--- config.mk ---
export PLATFORM = sky130hd
export DESIGN_NAME = ksa_pipe
export DESIGN_NICKNAME = d
export VERILOG_FILES = /design/src/rtl/ksa_pkg.sv /design/src/rtl/ksa_prefix_level.sv /design/src/rtl/ksa_pipe.sv
export SDC_FILE = /design/constraint.sdc
export NUM_CORES = 1
export LEC_CHECK = 0
export BUFFER_PORTS_ARGS = -buffer_cell sky130_fd_sc_hd__buf_2
export CORE_UTILIZATION = 51
export CTS_CLUSTER_DIAMETER = 200
export CTS_CLUSTER_SIZE = 16
export DETAILED_ROUTE_END_ITERATION = 10
export GPL_TIMING_DRIVEN = 0
export HOLD_SLACK_MARGIN = 0.08
export MAX_ROUTING_LAYER = met4
export PLACE_DENSITY_LB_ADDON = 0.15
export SETUP_SLACK_MARGIN = 0.05
export SLEW_MARGIN = 25
export SYNTH_ARGS = -nofsm -noshare
export SYNTH_HDL_FRONTEND = slang
export SYNTH_SLANG_ARGS = --single-unit
--- constraint.sdc ---
create_clock -name clk -period 1.36 [get_ports clk]
set_input_delay 0.272 -clock clk [delete_from_list [all_inputs] [get_ports clk]]
set_output_delay 0.272 -clock clk [all_outputs]
set_load 0.005 [all_outputs]
--- src/rtl/ksa_pkg.sv ---
// Shared helpers for the pipelined Kogge-Stone adder/subtractor.
// Optional saturation is enabled by defining KSA_PIPE_SAT_EN.
package ksa_pkg;

    localparam int KSA_MAX_WIDTH = 64;

    // Ceiling log2, valid for n >= 1.
    function automatic int clog2(input int n);
        int r;
        r = 0;
        for (int i = 0; i < 31; i++) begin
            if ((1 << i) < n) r = i + 1;
        end
        return r;
    endfunction

    // True when a register bank follows prefix level 'level'.
    function automatic bit ksa_reg_after_level(
        input int level,
        input int levels,
        input int s
    );
        bit hit;
        hit = 1'b0;
        for (int i = 1; i < s; i++) begin
            if ((i * levels + s - 1) / s - 1 == level) hit = 1'b1;
        end
        return hit;
    endfunction

    // Number of register banks placed before 'level'; this is the
    // pipeline stage index of the bank after 'level', if any.
    function automatic int ksa_regs_before(
        input int level,
        input int levels,
        input int s
    );
        int cnt;
        cnt = 0;
        for (int l = 0; l < level; l++) begin
            if (ksa_reg_after_level(l, levels, s)) cnt++;
        end
        return cnt;
    endfunction

endpackage

--- src/rtl/ksa_prefix_level.sv ---
// One combinational Kogge-Stone prefix level combining span SPAN.
// Bits below SPAN pass through unchanged.
module ksa_prefix_level #(
    parameter int WIDTH = 32,
    parameter int SPAN  = 1
) (
    input  logic [WIDTH-1:0] p_in,
    input  logic [WIDTH-1:0] g_in,
    output logic [WIDTH-1:0] p_out,
    output logic [WIDTH-1:0] g_out
);

    // Merge each bit's group with the group SPAN positions below it.
    always_comb begin
        p_out = p_in;
        g_out = g_in;
        for (int i = SPAN; i < WIDTH; i++) begin
            g_out[i] = g_in[i] | (p_in[i] & g_in[i-SPAN]);
            p_out[i] = p_in[i] & p_in[i-SPAN];
        end
    end

endmodule

--- src/rtl/ksa_pipe.sv ---
// Pipelined Kogge-Stone adder/subtractor with valid/ready flow control.
// Define KSA_PIPE_SAT_EN to saturate the result on signed overflow.
module ksa_pipe
    import ksa_pkg::*;
#(
    parameter int WIDTH       = 32,
    parameter int PIPE_STAGES = 2,
    parameter int TAG_W       = 4
) (
    input  logic             clk,
    input  logic             rst_n,
    input  logic             in_valid,
    output logic             in_ready,
    input  logic [WIDTH-1:0] in_a,
    input  logic [WIDTH-1:0] in_b,
    input  logic             in_cin,
    input  logic             in_sub,
    input  logic [TAG_W-1:0] in_tag,
    output logic             out_valid,
    input  logic             out_ready,
    output logic [WIDTH-1:0] out_sum,
    output logic             out_cout,
    output logic             out_ovf,
    output logic [TAG_W-1:0] out_tag
);

    localparam int LEVELS = clog2(WIDTH);
    localparam int S      = PIPE_STAGES;

    logic [S-1:0] vld;
    logic [S-1:0] ld;
    logic [S:0]   src;

    assign src       = {vld, in_valid};
    assign in_ready  = ld[0];
    assign out_valid = vld[S-1];

    // A stage loads if it or any later stage is empty, or output drains.
    always_comb begin
        ld = '0;
        for (int n = 0; n < S; n++) begin
            ld[n] = out_ready;
            for (int m = n; m < S; m++) begin
                if (!vld[m]) ld[n] = 1'b1;
            end
        end
    end

    // Stage valid bits; reset drops every in-flight beat.
    always_ff @(posedge clk or negedge rst_n) begin
        if (!rst_n) begin
            vld <= '0;
        end else begin
            for (int n = 0; n < S; n++) begin
                if (ld[n]) vld[n] <= src[n];
            end
        end
    end

    logic [WIDTH-1:0] b_eff;
    logic [WIDTH-1:0] p_init;
    logic [WIDTH-1:0] g_init;
    logic             c0;

    assign b_eff  = in_sub ? ~in_b : in_b;
    assign c0     = in_sub ? 1'b1 : in_cin;
    assign p_init = in_a ^ b_eff;

    // Generate terms with the carry-in folded into bit 0.
    always_comb begin
        g_init    = in_a & b_eff;
        g_init[0] = g_init[0] | (p_init[0] & c0);
    end

    for (genvar k = 0; k < LEVELS; k++) begin : lvl
        localparam bit REG = ksa_reg_after_level(k, LEVELS, S);
        localparam int ST  = ksa_regs_before(k, LEVELS, S);

        logic [WIDTH-1:0] ip, ig, ir;
        logic [WIDTH-1:0] np, ng;
        logic [WIDTH-1:0] qp, qg, qr;
        logic             ic, qc;
        logic             ia, qa;
        logic [TAG_W-1:0] it, qt;

        if (k == 0) begin : head
            assign ip = p_init;
            assign ig = g_init;
            assign ir = p_init;
            assign ic = c0;
            assign ia = in_a[WIDTH-1];
            assign it = in_tag;
        end else begin : link
            assign ip = lvl[k-1].qp;
            assign ig = lvl[k-1].qg;
            assign ir = lvl[k-1].qr;
            assign ic = lvl[k-1].qc;
            assign ia = lvl[k-1].qa;
            assign it = lvl[k-1].qt;
        end

        ksa_prefix_level #(
            .WIDTH (WIDTH),
            .SPAN  (1 << k)
        ) u_level (
            .p_in  (ip),
            .g_in  (ig),
            .p_out (np),
            .g_out (ng)
        );

        if (REG) begin : rg
            // Mid-tree pipeline bank for stage ST.
            always_ff @(posedge clk or negedge rst_n) begin
                if (!rst_n) begin
                    qp <= '0;
                    qg <= '0;
                    qr <= '0;
                    qc <= 1'b0;
                    qa <= 1'b0;
                    qt <= '0;
                end else if (ld[ST]) begin
                    qp <= np;
                    qg <= ng;
                    qr <= ir;
                    qc <= ic;
                    qa <= ia;
                    qt <= it;
                end
            end
        end else begin : cb
            assign qp = np;
            assign qg = ng;
            assign qr = ir;
            assign qc = ic;
            assign qa = ia;
            assign qt = it;
        end
    end

    logic [WIDTH-1:0] fg;
    logic [WIDTH-1:0] fr;
    logic             fc;
    logic             fa;
    logic [TAG_W-1:0] ft;
    logic [WIDTH-1:0] sum_w;
    logic [WIDTH-1:0] sum_d;
    logic             cout_w;
    logic             ovf_w;
    logic             unused_tail;

    assign fg = lvl[LEVELS-1].qg;
    assign fr = lvl[LEVELS-1].qr;
    assign fc = lvl[LEVELS-1].qc;
    assign fa = lvl[LEVELS-1].qa;
    assign ft = lvl[LEVELS-1].qt;

    assign sum_w  = fr ^ {fg[WIDTH-2:0], fc};
    assign cout_w = fg[WIDTH-1];
    assign ovf_w  = fg[WIDTH-1] ^ fg[WIDTH-2];

`ifdef KSA_PIPE_SAT_EN
    // Clamp toward the sign of operand A on signed overflow.
    always_comb begin
        sum_d = sum_w;
        if (ovf_w) begin
            sum_d = fa ? {1'b1, {(WIDTH-1){1'b0}}}
                       : {1'b0, {(WIDTH-1){1'b1}}};
        end
    end
    assign unused_tail = ^lvl[LEVELS-1].qp;
`else
    assign sum_d       = sum_w;
    assign unused_tail = ^{lvl[LEVELS-1].qp, fa};
`endif

    // Output register; holds steady while downstream stalls.
    always_ff @(posedge clk or negedge rst_n) begin
        if (!rst_n) begin
            out_sum  <= '0;
            out_cout <= 1'b0;
            out_ovf  <= 1'b0;
            out_tag  <= '0;
        end else if (ld[S-1]) begin
            out_sum  <= sum_d;
            out_cout <= cout_w;
            out_ovf  <= ovf_w;
            out_tag  <= ft;
        end
    end

endmodule

* Word level (Yosys, flattened, before mapping)
Index checks and enable logic that the tools add are counted.
** Storage, ports and cells
- Register bits after elaboration :: 141
- Input bits :: 74
- Output and inout bits :: 40
** Operators by class
- Multiplexer cells :: 5
- Bitwise gates (word level) :: 370
** Operators by type and width (number)
- AND 1 bit :: 235
- bitwise OR 1 bit :: 130
- bitwise XOR 32 bit :: 2
- AND 32 bit :: 1
- two-way mux 32 bit :: 1
- inverter 32 bit :: 1
- two-way mux 1 bit :: 4
- bitwise XOR 1 bit :: 1

* Depth between registers and ports, before layout
Gate-level depths: netlist of the first run.
- Word-level depth :: 11
- Depth in mapped cells :: 9
- Mapped depth without buffers :: 6

* Hierarchy
Synthesis of the first run repeated with hierarchy kept, for this count alone.
** Unflattened totals
- Cell total of the unflattened synthesis :: 724
- Area total of the unflattened synthesis :: 8563.2 µm²
** Modules (own cells, without submodules)
- ksa_pipe :: instances 1, cells an instance 404, area an instance 6273.5 µm²
- ksa_prefix_level (lvl[4].u_level) :: instances 1, cells an instance 64, area an instance 480.5 µm²
- ksa_prefix_level (lvl[3].u_level) :: instances 1, cells an instance 64, area an instance 466.7 µm²
- ksa_prefix_level (lvl[2].u_level) :: instances 1, cells an instance 64, area an instance 451.7 µm²
- ksa_prefix_level (lvl[1].u_level) :: instances 1, cells an instance 64, area an instance 446.7 µm²
- ksa_prefix_level (lvl[0].u_level) :: instances 1, cells an instance 64, area an instance 444.2 µm²

* Least setup slack after synthesis of the first run
OpenSTA, ideal clock, no wires.
- Path kind :: input-to-reg
- Start point :: input in_sub
- End point :: register lvl[2].qg[30]
- Arrival :: 1.816 ns
- Required time :: 1.224 ns
- Setup slack :: -0.592 ns
- Cell stages on the path :: 8
- Path buffers :: 2
- Cell sequence :: buf_4 -> buf_2 -> xor2_1 -> ha_1 -> a21oi_1 -> inv_1 -> o311ai_0 -> a21oi_1
** RTL lines
- start: declaration :: RTL line ksa_pipe.sv:17 : input logic in_sub,
- two-way mux 32 bit * :: RTL line ksa_pipe.sv:65 : assign b_eff = in_sub ? ~in_b : in_b;
- bitwise XOR 32 bit * :: RTL line ksa_pipe.sv:67 : assign p_init = in_a ^ b_eff;
- named net lvl[0].ip[28] :: RTL line ksa_pipe.sv:79 : logic [WIDTH-1:0] ip, ig, ir;
- AND 1 bit :: RTL line ksa_prefix_level.sv:18 : g_out[i] = g_in[i] | (p_in[i] & g_in[i-SPAN]);
- bitwise OR 1 bit :: RTL line ksa_prefix_level.sv:18
- AND 1 bit :: RTL line ksa_prefix_level.sv:18
- bitwise OR 1 bit :: RTL line ksa_prefix_level.sv:18
- bitwise OR 1 bit * :: RTL line ksa_prefix_level.sv:18
- end signal: assignment :: RTL line ksa_pipe.sv:124 : qg <= ng;
- end: declaration :: RTL line ksa_pipe.sv:81 : logic [WIDTH-1:0] qp, qg, qr;
Mark *: on every way through the listed nets, which the timed path passes. The rest lies on a longest branch.
A chain may end at the register's enable or synchronous reset.

* Worst setup path after layout of the first run
- Start point :: register vld[0]
- End point :: register lvl[2].qp[18]
** On the way
- Longest elaborated chain between the ends :: 2
** Ends and longest elaborated chain
- start: declaration :: RTL line ksa_pipe.sv:30 : logic [S-1:0] vld;
- start signal: indexed assignment :: RTL line ksa_pipe.sv:55 : if (ld[n]) vld[n] <= src[n];
- two-way mux 1 bit (2 in a row) :: RTL line ksa_pipe.sv:44 : if (!vld[m]) ld[n] = 1'b1;
- end signal: assignment :: RTL line ksa_pipe.sv:123 : qp <= np;
- end: declaration :: RTL line ksa_pipe.sv:81
No other way between the ends.

==> results of run 1 <==
-- kinds of logic (layout without fill, tap and decap cells) --
kind of cell               after synthesis  after routing
AOI/OAI and AO/OA                      193            193
buffers and inverters                   41            272
adders and majority gates               32             32
muxes                                    3              3
and+or+nand+nor                        305            305
xor gates and xnor gates                65             65
DFF                                    133            133
-- synth_stat cells, types with 5 or more instances --
cell type  number  area [um2]
xnor2_1        25       219.0
dfrtp_1       133        3328
o21ai_0        52       260.3
a311o_1         6       60.06
nand4_1        13       81.33
a21oi_1        87       435.4
o31ai_1         7       52.55
and2_1          9       56.30
nand2_1       194       728.2
clkbuf_1        5       18.77
nor2_1         69       259.0
a21o_1         11       82.58
buf_2          22       110.1
xor2_1         40       350.3
a22o_1          6       52.55
ha_1           32       400.4
buf_4           5       37.54
nand3_1         6       30.03
-- final timing paths --
check,startpoint,end,slack (ns),cells past startpoint
max reg2reg,vld[0],lvl[2].qp[18],-0.35,8
min,out_ready,out_sum[27],0.21,3
max,vld[0],lvl[2].qp[18],-0.35,8
max in group asynchronous,rst_n,lvl[2].qg[19],0.23,3
min in group asynchronous,rst_n,lvl[2].qg[0],0.36,2
min reg2reg,vld[0],vld[1],0.46,1
-- power by group through the flow --
| stage | clock network, mW | registers [mW] | logic [mW] |
|---|---|---|---|
| finish | 4.63 | 5.41 | 5.87 |
| global route | 4.78 | 5.47 | 6.12 |
| CTS | 4.55 | 5.27 | 4.73 |
| detailed placement | 0 | 5.31 | 3.50 |
| global placement | 0 | 5.26 | 3.44 |
| floorplan | 0 | 5.26 | 2.13 |
-- timing repair --
| item | CTS | global route |
|---|---|---|
| hold buffers | 6 | 0 |
| endpoints found under the setup margin | 132 | 126 |
| gates cloned | 14 | 4 |
| setup buffers | 45 | 28 |
| resized for setup | 242 | 246 |
| endpoints found under the hold margin | 64 | 0 |
| pin swaps | 59 | 87 |
-- registers in the layout, indices dropped and copies added (netlist names) --
register and cells:
vld 2, out_tag 4, out_ovf 1, ft 4, fc 1, out_cout 1, out_sum 32, fr 31
lvl.qp 25, lvl.qg 32
-- critical path: cells and delay by family, from the launching register on --
family	cells	cell delay, ns
and+or+nand+nor	2	0.39
AOI/OAI and AO/OA	1	0.19
DFF	1	0.36
buffers and inverters	5	0.69
-- final cells by class --
type	count	share of cell area
multi-input cells	598	0.4314
flip-flops and latches	133	0.2908
repair buffers	207	0.1647
plain buffers	31	0.04202
clock buffers	21	0.04103
well taps	176	0.01921
clock inverters	10	0.009167
inverters	3	0.001637
-- layer usage --
| metal | global-route usage | share of wire | vias up |
|---|---|---|---|
| li1 | - | - | 3079 |
| met1 | 0.4743 | 0.36 | 3648 |
| met2 | 0.6078 | 0.46 | 568 |
| met3 | 0.06513 | 0.091 | 211 |
| met4 | 0.1907 | 0.082 | 0 |
| met5 | - | 0 | - |
-- per-stage QoR --
stage,worst slack [ns],power (mW),cells
finish,-0.3466,15.91,1179
global route,-0.4034,16.36,1179
detailed placement,-0.8342,8.810,1061
floorplan,-0.3945,7.383,772
global placement,-1.781,8.702,1060
CTS,-0.3446,14.55,1154
==> results.ini, run 1 <==
[cells_and_area]
nets = 1097
multi_input_area_um2 = 4946
nFillCells = 604
final_cell_mix = dfrtp_1, buf_2, nand2_1
drive_gt1_frac = 0.5334
areaGrowthSynthToFinish_pct = 64.54
final_area_um2 = 11460
final_common_cell = dfrtp_1
seq_area_um2 = 3334
final_util = 0.8623
diodes = 0

[critical_path]
path_class = reg -> reg
endpoint_kind = flop
critPathRequiredTime_ns = 1.73
arrival_ns = 2.08
cp_slowest_cell = dfrtp_1
cpMostUsedCell = buf_12
crit_chain = and3b_1 > buf_6 > buf_4 > buf_8 > buf_12 > buf_12 > nor3_4 > a22o_1
path_max_fanout = 7
cpPeakStageDelay_ns = 0.36
startpoint_type = flop

[detailed_routing]
wl_mm = 30.11
drc = 0
first_pass_iters = 5
via_count = 7506
antenna_left = 0
post_drt_wl_per_cell_um = 25.54
via_per_inst = 6.366
drtIter0Drc = 773

[floorplan]
fp.coreArea_um2 = 13300
dieWidth_um = 118.9
fp.dieH_um = 118.9
initial_core_util = 0.5241
dieArea_um2 = 14130
ioPinCount = 114
rows = 42

[power]
seq_power_share = 0.340
pwr-share-clk = 0.291
p_int_mw = 10.28
leakage_nw = 5.292
netSwitchingPower_mw = 5.629
p_comb_frac = 0.369
power.density_nw_per_um2 = 1388
peakVddDrop_mv = 0.8102
swShare = 0.3537

[timing]
fin_skew_ns = 0.008473
post-route-period-util = 1.255
worst_pin_slew_ns = 0.4965
drv_slew = 0
fin_ws_ns = -0.3466
slew-limit-headroom = 0.6690
period_minus_slack_ns = 1.707
fmax_ghz = 0.5860
fin_hold_ws_ns = 0.2072
tns_ns = -19.50
hold_violations = 0
rsz0062_at_grt = true
finalSetupViolations = 99

[yosys]
yosysSeqAreaShare = 0.4776
async_flop_share = 1.000
synthAdderAreaFrac = 0.05746
syn_nets = 878
yosys.area_share.simple = 0.1797
synthDistinctLibCells = 45
yosysWarnings = 0
postSynthAreaPerCell_um2 = 9.026
synthCells = 772
synth_seq_cells = 133
synth-edff-count = 0
synth-compound-area-share = 0.1650
synth_top_family_by_area = simple AND/OR/NAND/NOR gates
syn-cell-area_um2 = 6968
muxShareOfSynthArea = 0.004669
synthXorXnorAreaFrac = 0.08170
ys.flop_type = dfrtp_1

[global_routing]
grt_pass1_vias = 7022
track_usage = 0.3826
grt_antenna_before_repair = 0
grt_start_max_net_pins = 75
overflow = 0
grt_first_pass_wirelength_mm = 38.97

[outcome]
violations = negative setup slack
status = finished with violations

[placed_design]
numPortBuffers = 112
gp_congestion = 0.9227
dp_hpwl_mm = 15.76
placedInstanceArea_um2 = 7926

[clock_tree]
numClockSinks = 133
clk_pin_slew_ns = 0.06
cts-buffers-inserted = 17
clkLatencyLatePin_ns = 0.44
cts_root_buf = clkbuf_16
tritoncts = done
cts_buffer_depth = 2
h-tree-depth = 4

[min_path]
worst_hold_path_type = in -> reg

[flow_run]
cap_violations = 0

Power figures use the tool's default switching activity.
==> run 2, diff against run 1 <==
--- a/config.mk
+++ b/config.mk
@@ -5,7 +5,7 @@
 export SDC_FILE = /design/constraint.sdc
 export NUM_CORES = 1
 export LEC_CHECK = 0
-export BUFFER_PORTS_ARGS = -buffer_cell sky130_fd_sc_hd__buf_2
+export BUFFER_PORTS_ARGS = -buffer_cell sky130_fd_sc_hd__buf_4
 export CORE_UTILIZATION = 51
 export CTS_CLUSTER_DIAMETER = 200
 export CTS_CLUSTER_SIZE = 16
==> results.ini, run 2 (synthesis results as in run 1) <==
[outcome]
status = finished with violations  ; unchanged
violations = negative setup slack  ; unchanged

[min_path]
holdPathStages = 3  ; unchanged
whs_endpoint = fc  ; was out_sum[27]
worst_hold_path_type = in -> reg  ; unchanged
hold_start = in_cin  ; was out_ready

[floorplan]
rows = 42  ; unchanged
fp.coreArea_um2 = 13300  ; unchanged
fp.dieH_um = 118.9  ; unchanged
dieWidth_um = 118.9  ; unchanged
dieArea_um2 = 14130  ; unchanged
initial_core_util = 0.5241  ; unchanged
ioPinCount = 114  ; unchanged

[detailed_routing]
antenna_left = 0  ; unchanged
via_count = 7145  ; was 7,506
first_pass_iters = 5  ; unchanged
wl_mm = 27.61  ; was 30.11 mm
drtIter0Drc = 707  ; was 773
drc = 0  ; unchanged
post_drt_wl_per_cell_um = 23.91  ; was 25.54 um
via_per_inst = 6.186  ; was 6.366

[global_routing]
grt_pass1_vias = 6862  ; was 7,022
track_usage = 0.3767  ; was 0.3826
grt_start_max_net_pins = 88  ; was 75
grt_antenna_before_repair = 0  ; unchanged
overflow = 0  ; unchanged
grt_first_pass_wirelength_mm = 38.44  ; was 38.97 mm

[timing]
period_minus_slack_ns = 1.708  ; was 1.707 ns
finalSetupViolations = 94  ; was 99
slew-limit-headroom = 0.6903  ; was 0.6690
drv_slew = 0  ; unchanged
hold_violations = 0  ; unchanged
rsz0062_at_grt = true  ; unchanged
fin_skew_ns = 0.01024  ; was 0.008473 ns
fin_hold_ws_ns = 0.1940  ; was 0.2072 ns
post-route-period-util = 1.256  ; was 1.255
worst_pin_slew_ns = 0.4645  ; was 0.4965 ns
fin_ws_ns = -0.3482  ; was -0.3466 ns
fmax_ghz = 0.5854  ; was 0.5860 GHz

[clock_tree]
numClockSinks = 133  ; unchanged
clkLatencyLatePin_ns = 0.44  ; about the same
clk_pin_slew_ns = 0.06  ; about the same
tritoncts = done  ; unchanged
cts_root_buf = clkbuf_16  ; unchanged
cts-buffers-inserted = 17  ; unchanged
cts_buffer_depth = 2  ; unchanged
h-tree-depth = 4  ; unchanged

[critical_path]
path_delay_family = buffers and inverters  ; unchanged
crit_chain = and3b_1 > buf_6 > inv_8 > buf_12 > buf_12 > buf_6  ; was and3b_1 > buf_6 > buf_4 > buf_8 > buf_12 > buf_12 > nor3_4 > a22o_1
r2r_slack_ns = -0.35  ; about the same
endpoint_kind = output port  ; was flop
critPathRequiredTime_ns = 1.09  ; was 1.73 ns
arrival_ns = 1.44  ; was 2.08 ns
cpPeakStageDelay_ns = 0.37  ; was 0.36 ns
r2r_start = vld[1]  ; was vld[0]
reg2reg_depth = 8  ; unchanged
cp_slowest_cell = dfrtp_1  ; unchanged
path_max_fanout = 2  ; was 7
startpoint_type = flop  ; unchanged
r2r-end = lvl[2].qp[14]  ; was lvl[2].qp[18]
path_class = reg -> out  ; was reg -> reg
cp_num_buf_inv = 5  ; unchanged

[cells_and_area]
diodes = 0  ; unchanged
final_common_cell = buf_4  ; was dfrtp_1
nets = 1072  ; was 1,097
drive_gt1_frac = 0.5138  ; was 0.5334
areaGrowthSynthToFinish_pct = 60.03  ; was 64.54%
nFillCells = 703  ; was 604
final_cell_mix = buf_4, dfrtp_1, nand2_1  ; was dfrtp_1, buf_2, nand2_1

[placed_design]
dp_hpwl_mm = 16.17  ; was 15.76 mm
numPortBuffers = 112  ; unchanged
gp_congestion = 0.9607  ; was 0.9227

[flow_run]
cap_violations = 0  ; unchanged

[power]
p_total_mw = 15.92  ; was 15.91 mW
power.density_nw_per_um2 = 1428  ; was 1388 nW/um2
peakVddDrop_mv = 1.115  ; was 0.8102 mV
p_int_mw = 10.40  ; was 10.28 mW
pwr-share-clk = 0.303  ; was 0.291
p_comb_frac = 0.354  ; was 0.369
leakage_nw = 5.050  ; was 5.292 nW
netSwitchingPower_mw = 5.518  ; was 5.629 mW
seq_power_share = 0.343  ; was 0.340
swShare = 0.3467  ; was 0.3537

==> run 2: worst register-to-register path, cell delays in order, from the launching register on <==
cell	delay, ns
dfrtp_1	0.37
and3b_1	0.19
buf_6	0.13
buf_4	0.13
buf_8	0.12
buf_12	0.14
buf_12	0.16
buf_12	0.15
a22o_1	0.21
==> run 2: per-layer routing <==
layer	share of wire	global-route usage	up-vias
met5	0	-	-
met3	0.094	0.07232	116
li1	-	-	3032
met2	0.49	0.6082	499
met4	0.049	0.1606	0
met1	0.37	0.4645	3498
==> run 2: area by class of cell <==
class,count,area (um2),share of cell area
Inverter,3,18.77,0.001683
Clock buffer,18,439.2,0.03939
Multi-Input combinational cell,598,4733,0.4245
Clock inverter,14,176.4,0.01582
Tap cell,176,220.2,0.01975
Sequential cell,133,3333,0.2989
Buffer,36,525.5,0.04713
Timing Repair Buffer,177,1704,0.1528
==> run 2: stage by stage <==
step | area (um2) | setup TNS, ns | setup WS (ns) | util | instances
2_1_floorplan | 7108 | -13.63 | -0.3945 | - | 772
4_1_cts | 10250 | -14.80 | -0.3534 | 0.7707 | 1140
3_3_place_gp | 8169 | -105.60 | -0.8580 | 0.6144 | 1060
5_1_grt | 11150 | -23.68 | -0.3998 | 0.8387 | 1155
3_5_place_dp | 8204 | -44.46 | -0.8111 | 0.6171 | 1061
6_report | 11150 | -20.06 | -0.3482 | 0.8387 | 1155
==> run 2: how the worst max path moves through the flow <==
stage | from | to | cells past startpoint
after floorplan | in_sub | lvl[2].qg[30] | 9
after global placement | in_sub | lvl[2].qg[20] | 8
after detailed placement | in_sub | lvl[2].qg[23] | 8
after CTS | vld[1] | in_ready | 6
after global routing | vld[0] | in_ready | 6
final | vld[1] | in_ready | 6
==> run 2: repair_timing <==
action                                  CTS  global route
endpoints found under the setup margin  132           126
pin swaps                                72            85
gates resized for setup                 249           198
cloned                                    7             5
buffers inserted                         35            14
hold buffers                              6             0
endpoints found under the hold margin    51             0
==> run 2: power groups by stage <==
stage	combinational, mW	sequential, mW	clock [mW]
after CTS	4.79	5.31	4.82
after detailed placement	3.76	5.34	0
final	5.64	5.46	4.82
after global routing	5.93	5.53	5.02
after global placement	3.71	5.29	0
after floorplan	2.13	5.26	0
==> run 3, diff against run 2 <==
--- a/config.mk
+++ b/config.mk
@@ -6,7 +6,7 @@
 export NUM_CORES = 1
 export LEC_CHECK = 0
 export BUFFER_PORTS_ARGS = -buffer_cell sky130_fd_sc_hd__buf_4
-export CORE_UTILIZATION = 51
+export CORE_UTILIZATION = 53
 export CTS_CLUSTER_DIAMETER = 200
 export CTS_CLUSTER_SIZE = 16
 export DETAILED_ROUTE_END_ITERATION = 10
@@ -18,4 +18,5 @@
 export SLEW_MARGIN = 25
 export SYNTH_ARGS = -nofsm -noshare
 export SYNTH_HDL_FRONTEND = slang
+export SYNTH_HIERARCHICAL = 1
 export SYNTH_SLANG_ARGS = --single-unit
==> results.ini, run 3 <==
[outcome]
status = finished with violations  ; unchanged
violations = negative setup slack  ; unchanged

[critical_path]
path_max_fanout = 5  ; was 2
endpoint_kind = flop  ; was output port
critPathRequiredTime_ns = 1.68  ; was 1.09 ns
startpoint_type = input pin  ; was flop
r2r_slack_ns = -0.16  ; was -0.35 ns
path_class = in -> reg  ; was reg -> out
arrival_ns = 1.92  ; was 1.44 ns

[detailed_routing]
first_pass_iters = 5  ; unchanged
via_count = 5701  ; was 7,145
post_drt_wl_per_cell_um = 22.08  ; was 23.91 um
antenna_left = 0  ; unchanged
drc = 0  ; unchanged
via_per_inst = 5.524  ; was 6.186
wl_mm = 22.79  ; was 27.61 mm
drtIter0Drc = 396  ; was 707

[cells_and_area]
diodes = 0  ; unchanged
areaGrowthSynthToFinish_pct = 42.83  ; was 60.03%
final_area_um2 = 11160  ; was 11,150 um2
final_cell_mix = buf_4, dfrtp_1, a21o_1  ; was buf_4, dfrtp_1, nand2_1
nets = 943  ; was 1,072
drive_gt1_frac = 0.5554  ; was 0.5138
final_common_cell = buf_4  ; unchanged
nFillCells = 868  ; was 703

[timing]
fin_ws_ns = -0.2409  ; was -0.3482 ns
fin_skew_ns = 0.008103  ; was 0.01024 ns
finalSetupViolations = 120  ; was 94
period_minus_slack_ns = 1.601  ; was 1.708 ns
hold_violations = 0  ; unchanged
fmax_ghz = 0.6247  ; was 0.5854 GHz
worst_pin_slew_ns = 0.5137  ; was 0.4645 ns
post-route-period-util = 1.177  ; was 1.256
drv_slew = 0  ; unchanged
rsz0062_at_grt = true  ; unchanged
slew-limit-headroom = 0.6576  ; was 0.6903

[floorplan]
rows = 44  ; was 42
initial_core_util = 0.5398  ; was 0.5241
ioPinCount = 114  ; unchanged
dieWidth_um = 123.4  ; was 118.9 um
fp.dieH_um = 123.4  ; was 118.9 um
fp.coreArea_um2 = 14480  ; was 13,300 um2
dieArea_um2 = 15240  ; was 14,130 um2

[power]
power.density_nw_per_um2 = 1471  ; was 1428 nW/um2
p_total_mw = 16.42  ; was 15.92 mW
leakage_nw = 6.271  ; was 5.050 nW
peakVddDrop_mv = 0.8833  ; was 1.115 mV

[clock_tree]
tritoncts = done  ; unchanged
clkLatencyLatePin_ns = 0.43  ; was 0.44 ns
cts_buffer_depth = 2  ; unchanged
h-tree-depth = 4  ; unchanged
cts_root_buf = clkbuf_16  ; unchanged
numClockSinks = 133  ; unchanged
cts-buffers-inserted = 17  ; unchanged
clk_pin_slew_ns = 0.06  ; about the same

[global_routing]
track_usage = 0.2963  ; was 0.3767
grt_start_max_net_pins = 72  ; was 88
grt_antenna_before_repair = 0  ; unchanged
overflow = 0  ; unchanged
grt_pass1_vias = 5805  ; was 6,862
grt_first_pass_wirelength_mm = 31.79  ; was 38.44 mm

[min_path]
worst_hold_path_type = in -> reg  ; unchanged

[yosys]
syn_nets = 752  ; was 878
yosysWarnings = 6  ; was 0
postSynthAreaPerCell_um2 = 12.10  ; was 9.026 um2
synthCells = 646  ; was 772
syn-cell-area_um2 = 7815  ; was 6968 um2

[placed_design]
dp_hpwl_mm = 14.26  ; was 16.17 mm
numPortBuffers = 112  ; unchanged
gp_congestion = 0.8597  ; was 0.9607
placedInstanceArea_um2 = 9333  ; was 8204 um2

[flow_run]
cap_violations = 0  ; unchanged

-- run 3: worst paths after layout --
path,startpoint,end,depth (start not counted)
max,in_sub,lvl[2].qg[10],8
min,in_cin,fc,3
max reg2reg,vld[1],lvl[2].qg[8],5
min reg2reg,out_sum[24],out_sum[24],1
max in group asynchronous,rst_n,lvl[2].qg[6],3
min in group asynchronous,rst_n,out_sum[9],2
-- run 3: what timing repair did --
action                                 in CTS  in global routing
gates resized for setup                    89                 46
setup endpoints to repair                 124                127
hold buffers                                6                  0
buffers inserted                           24                 20
pin swaps                                  93                 43
gates cloned                                3                  8
endpoints found under the hold margin      67                  0
-- run 3: critical path, stage by stage --
cell	delay, ns
buf_16	0.14
buf_12	0.14
xor2_2	0.14
ha_1	0.36
and2_4	0.21
a21o_1	0.19
a21o_1	0.19
mux2_4	0.27
-- run 3: metrics by stage --
stage | cells | util | setup TNS (ns) | hold slack, ns | setup slack (ns)
after global placement | 942 | 0.6422 | -100.20 | 0.4666 | -0.6979
after detailed placement | 943 | 0.6446 | -38.56 | 0.2585 | -0.7064
after CTS | 1006 | 0.7332 | -7.838 | 0.1393 | -0.2030
final | 1032 | 0.7709 | -13.71 | 0.1875 | -0.2409
after floorplan | 646 | - | -26.74 | -0.02359 | -0.5036
after global routing | 1032 | 0.7709 | -15.63 | 0.1979 | -0.2763
-- run 3: area by class of cell --
class / count / area (um2) / area share
Buffer: 49 / 581.8 / 0.05212
Clock buffer: 19 / 452.9 / 0.04058
Clock inverter: 11 / 157.7 / 0.01412
Inverter: 1 / 3.754 / 0.0003363
Multi-Input combinational cell: 462 / 4812 / 0.4311
Sequential cell: 133 / 3328 / 0.2982
Tap cell: 184 / 230.2 / 0.02063
Timing Repair Buffer: 173 / 1595 / 0.1429
-- run 3: metal layers --
layer | track usage | wire [um] | up-vias
li1 | - | - | 2603
met1 | 0.3674 | 9993 | 2858
met2 | 0.4780 | 11270 | 195
met3 | 0.05535 | 928 | 45
met4 | 0.1182 | 600 | 0
met5 | - | 0 | -
-- run 3: power breakdown --
part | switching (mW) | leakage [nW] | total [mW] | internal, mW
registers | 0.694 | 1.62 | 5.61 | 4.91
clock network | 1.77 | 0.304 | 4.89 | 3.12
logic | 2.24 | 4.35 | 5.93 | 3.68
